### src/rtl/rotate_sequencer.sv
// Command front-end for an external 16-bit right-rotating barrel rotator: accepts a
// rotate command, repeats it, and streams each cumulative result with backpressure.
module rotate_sequencer #(
    parameter int unsigned REP_W = 4
) (
    input  logic             clk,
    input  logic             rst,
    input  logic             in_valid,
    output logic             in_ready,
    input  logic [15:0]      in_data,
    input  logic [3:0]       in_amt,
    input  logic             in_left,
    input  logic [REP_W-1:0] in_reps,
    output logic [15:0]      shf_a,
    output logic [3:0]       shf_n,
    input  logic [15:0]      shf_w,
    output logic             out_valid,
    input  logic             out_ready,
    output logic [15:0]      out_data,
    output logic             out_last,
    output logic             busy
);

    typedef enum logic [1:0] {
        IDLE = 2'd0,
        ROT  = 2'd1,
        HOLD = 2'd2
    } state_e;

    state_e           state_q, state_d;
    logic [15:0]      shf_a_q, shf_a_d;
    logic [3:0]       shf_n_q, shf_n_d;
    logic [REP_W-1:0] cnt_q, cnt_d;
    logic [15:0]      out_data_q, out_data_d;
    logic             out_last_q, out_last_d;
    logic             out_valid_q, out_valid_d;

    assign in_ready  = (state_q == IDLE) & ~rst;
    assign busy      = (state_q != IDLE);
    assign shf_a     = shf_a_q;
    assign shf_n     = shf_n_q;
    assign out_data  = out_data_q;
    assign out_last  = out_last_q;
    assign out_valid = out_valid_q;

    always_comb begin
        state_d     = state_q;
        shf_a_d     = shf_a_q;
        shf_n_d     = shf_n_q;
        cnt_d       = cnt_q;
        out_data_d  = out_data_q;
        out_last_d  = out_last_q;
        out_valid_d = out_valid_q;
        case (state_q)
            IDLE: begin
                if (in_valid && in_ready) begin
                    shf_a_d = in_data;
                    // A left rotate by k equals a right rotate by (16 - k) mod 16.
                    shf_n_d = in_left ? (4'd0 - in_amt) : in_amt;
                    cnt_d   = in_reps;
                    if (in_reps != '0) begin
                        state_d = ROT;
                    end else begin
                        out_data_d  = in_data;
                        out_last_d  = 1'b1;
                        out_valid_d = 1'b1;
                        state_d     = HOLD;
                    end
                end
            end
            ROT: begin
                out_data_d  = shf_w;
                out_last_d  = (cnt_q == REP_W'(1));
                out_valid_d = 1'b1;
                state_d     = HOLD;
            end
            HOLD: begin
                if (out_ready) begin
                    out_valid_d = 1'b0;
                    if (out_last_q) begin
                        state_d = IDLE;
                    end else begin
                        // Feed the emitted word back so the next step accumulates.
                        shf_a_d = out_data_q;
                        cnt_d   = cnt_q - REP_W'(1);
                        state_d = ROT;
                    end
                end
            end
            default: state_d = IDLE;
        endcase
    end

    always_ff @(posedge clk) begin
        if (rst) begin
            state_q     <= IDLE;
            shf_a_q     <= '0;
            shf_n_q     <= '0;
            cnt_q       <= '0;
            out_data_q  <= '0;
            out_last_q  <= 1'b0;
            out_valid_q <= 1'b0;
        end else begin
            state_q     <= state_d;
            shf_a_q     <= shf_a_d;
            shf_n_q     <= shf_n_d;
            cnt_q       <= cnt_d;
            out_data_q  <= out_data_d;
            out_last_q  <= out_last_d;
            out_valid_q <= out_valid_d;
        end
    end

endmodule

### config.mk
export PLATFORM = sky130hd
export DESIGN_NAME = rotate_sequencer
export DESIGN_NICKNAME = d
export VERILOG_FILES = /design/src/rtl/rotate_sequencer.sv
export SDC_FILE = /design/constraint.sdc
export NUM_CORES = 1
export LEC_CHECK = 0
export CORE_ASPECT_RATIO = 0.6
export CORE_UTILIZATION = 30
export DETAILED_ROUTE_END_ITERATION = 10
export GPL_TIMING_DRIVEN = 0
export HOLD_SLACK_MARGIN = 0.1
export PLACE_DENSITY = 0.65
export SETUP_SLACK_MARGIN = 0.4
export SYNTH_ARGS = -nofsm -noshare
export SYNTH_HDL_FRONTEND = slang
export SYNTH_SLANG_ARGS = --single-unit
### constraint.sdc
create_clock -name clk -period 4 [get_ports clk]
set_input_delay 0.6 -clock clk [delete_from_list [all_inputs] [get_ports clk]]
set_output_delay 0.6 -clock clk [all_outputs]
set_load 0.01 [all_outputs]
==> impl_metrics.csv <==
group,metric,value,unit
clock_tree,path_clk_slew,60,ps
global_route,grtUsageTotal,0.2117,
timing,setup_viol,0,
drt,top_layer_used,"met4",
run_status,violations,"design-rule violations",
synthesis,ys_types,40,
final_layout,nets,405,
pwr,powerDensity,384.1,nW/um^2
critical_path,arrival,1880,ps
worst_hold_path,min_path_type,"reg -> reg",
global_route,grt_first_pass_wirelength,12.30,mm
flow_run,maxCapViolCount,0,
die,die_width,112.3,um
synthesis,synth.top_cell.area_share,0.4021,
pwr,power_switching,0.3352,mW
synthesis,synth_top_cells_by_count,"44 x dfxtp_1, 37 x nand2_1, 32 x a311oi_1, 21 x nor2_1, 20 x o21ai_0",
drt,routed-wl-met2,3.197,mm
placed_design,place_hpwl,5.659,mm
pwr,clockPowerShare,0.384,
critical_path,path_class,"reg -> out",
placed_design,globalplace.congestion,0.8459,
synthesis,synthesis.area,2191,sq um
synthesis,yosysMostFrequentCell,"dfxtp_1",
timing,worst_pin_slew,645.0,ps
final_layout,fillCellCount,640,
die,ioPinCount,85,
timing,rsz0062_at_grt,"no",
synthesis,syn-num-nets,315,
drt,num_vias,2436,
clock_tree,cts_buffers,5,
timing,fin_crit_sh,0.6189,
die,dieHeight,68.20,um
drt,ant_nets,0,
pwr,pwr-share-seq,0.395,
timing,hold_ws,484.3,ps
critical_path,reg2reg_slack,2040,ps
global_route,antenna_found_initial,0,
pwr,peakVddDrop,0.1760,mV
synthesis,ys.flop_type,"dfxtp_1",
synthesis,synth_edf_count,0,
timing,final_hold_viol_count,0,
clock_tree,cts_max_level,2,
synthesis,syn_inst,267,
drt,wl_per_cell,17.62,um
synthesis,yosysWarnings,0,
clock_tree,hold_buffers,0,
critical_path,crit_fanout,10,
pwr,sw_frac_of_total,0.2638,
critical_path,required,3400,ps
drt,m1WireLength,3.891,mm
clock_tree,clock_latency,290,ps
synthesis,synth_area_leaders,"dfxtp_1 40%, a311oi_1 13%, nand2_1 6.3%",
pwr,p_comb_frac,0.221,
clock_tree,cts_tree,"done",
clock_tree,cts.sinks,44,
global_route,grt_overflow,0,
timing,finalMaxSlewViolations,0,
global_route,grt_max_degree,15,
timing,fin_crit,2476,ps
critical_path,endpoint_kind,"output pin",
placed_design,portBuffers,83,
final_layout,insertedDiodeCount,0,
pwr,p_int,0.9353,mW
die,die_area,7660,sq um
clock_tree,post-cts-setup-buffers,0,
die,initial_core_util,0.3185,
synthesis,async_flop_share,0,
synthesis,synth_top_cell_by_area,"dfxtp_1",
clock_tree,clockBufferDepth,2,
final_layout,design_area,3308,sq um
drt,drc,7,
drt,dr.pass1.iters,7,
timing,fmax,403.9,MHz
drt,drt-vias-per-instance,5.474,
drt,drt_iter0_markers,162,
timing,finalSetupTns,0,ps
placed_design,place_area,3131,sq um
drt,dr_wl_met3,680,um
die,fp-row-count,23,
run_status,status,"finished with violations",
final_layout,layout-area-overhead-vs-synth,51.00,%
final_layout,drive_gt1_frac,0.07263,
critical_path,start_kind,"flop",
clock_tree,cts_resized,0,
timing,finClkSkew,4.996,ps
synthesis,yosys_register_bits,44,
synthesis,syn_avg_cell_area,8.205,sq um
timing,relSlewSlack,0.5668,
drt,routed_wl,7.841,mm
final_layout,fin_util,0.4810,
global_route,grt_pass1_vias,2350,
clock_tree,root_buffer,"clkbuf_16",
pwr,cellLeakagePower,1.164,nW
die,core,6878,sq um
synthesis,yosysSeqAreaShare,0.4021,
==> state kept, by name, summed over array words and instances (netlist names) <==
| register | count |
|---|---|
| cnt_q | 4 |
| out_data | 16 |
| out_last | 1 |
| out_valid | 1 |
| shf_a | 16 |
| shf_n | 4 |
| state_q | 2 |
==> per-layer routing <==
layer | vias to the layer above | GRT usage
li1 | 1171 | -
met5 | - | 0
met1 | 1142 | 0.3006
met3 | 8 | 0.06554
met2 | 115 | 0.3067
met4 | 0 | 0.05833
==> power by group through the flow <==
stage	Sequential, mW	Clock (mW)	Combinational [mW]
finish	0.502	0.488	0.281
global route	0.505	0.513	0.305
CTS	0.501	0.491	0.280
detailed placement	0.510	0	0.279
global placement	0.510	0	0.275
floorplan	0.519	0	0.114
==> layout by cell type (no fill, tap or decap), types with 2 or more instances in the layout <==
cell	instances
a211oi_1	2
nor3_1	17
a21oi_1	7
dfxtp_1	44
o32ai_1	2
a2bb2oi_1	2
o21ai_0	20
nor2_1	21
o22ai_1	2
a311oi_1	32
clkbuf_1	13
nor2b_1	3
buf_6	2
clkdlybuf4s50_1	83
ha_1	3
buf_2	9
nor4bb_1	2
nand3_1	19
inv_1	6
clkbuf_16	5
buf_4	3
nand2b_1	2
nand2_1	37
==> logic make-up after synthesis <==
group / count (synthesis) / share of synthesized area
flops: 44 / 0.4021
simple gates: 111 / 0.2547
buf+inv: 33 / 0.07367
compound gates: 73 / 0.2399
fa+ha+maj: 3 / 0.01713
xor+xnor: 2 / 0.007997
mux: 1 / 0.004569
==> final cells by class <==
| class | instances | area (sq um) | share of cell area |
|---|---|---|---|
| repair buffers | 83 | 830.8 | 0.2511 |
| multi-input cells | 190 | 1149 | 0.3472 |
| clock inverters | 2 | 38.79 | 0.01172 |
| plain buffers | 27 | 138.9 | 0.04198 |
| inverters | 6 | 22.52 | 0.006808 |
| clock buffers | 6 | 138.9 | 0.04198 |
| well taps | 87 | 108.9 | 0.03290 |
| flip-flops and latches | 44 | 880.8 | 0.2663 |
==> stage by stage <==
| stage | total power [mW] | std cells | worst slack, ps |
|---|---|---|---|
| 2_1_floorplan | 0.6326 | 267 | 2116 |
| 3_3_place_gp | 0.7844 | 437 | 1385 |
| 3_5_place_dp | 0.7887 | 437 | 1336 |
| 4_1_cts | 1.272 | 445 | 1521 |
| 5_1_grt | 1.323 | 445 | 1406 |
| 6_report | 1.271 | 445 | 1524 |
==> critical path: stages (launching register included) <==
cell and delay (ps):
dfxtp_1 330, clkbuf_1 250, or2_2 380, nor2_1 90, clkdlybuf4s50_1 540
==> path summary, 6_finish.rpt <==
kind	from	endpoint	depth (start not counted)
setup / recovery	state_q[0]	in_ready	4
hold / removal	shf_n[3]	shf_n[3]	2
setup reg to reg	state_q[1]	out_data[9]	5
hold reg to reg	shf_n[3]	shf_n[3]	2
No activity file was read; power rests on OpenSTA's default activity.
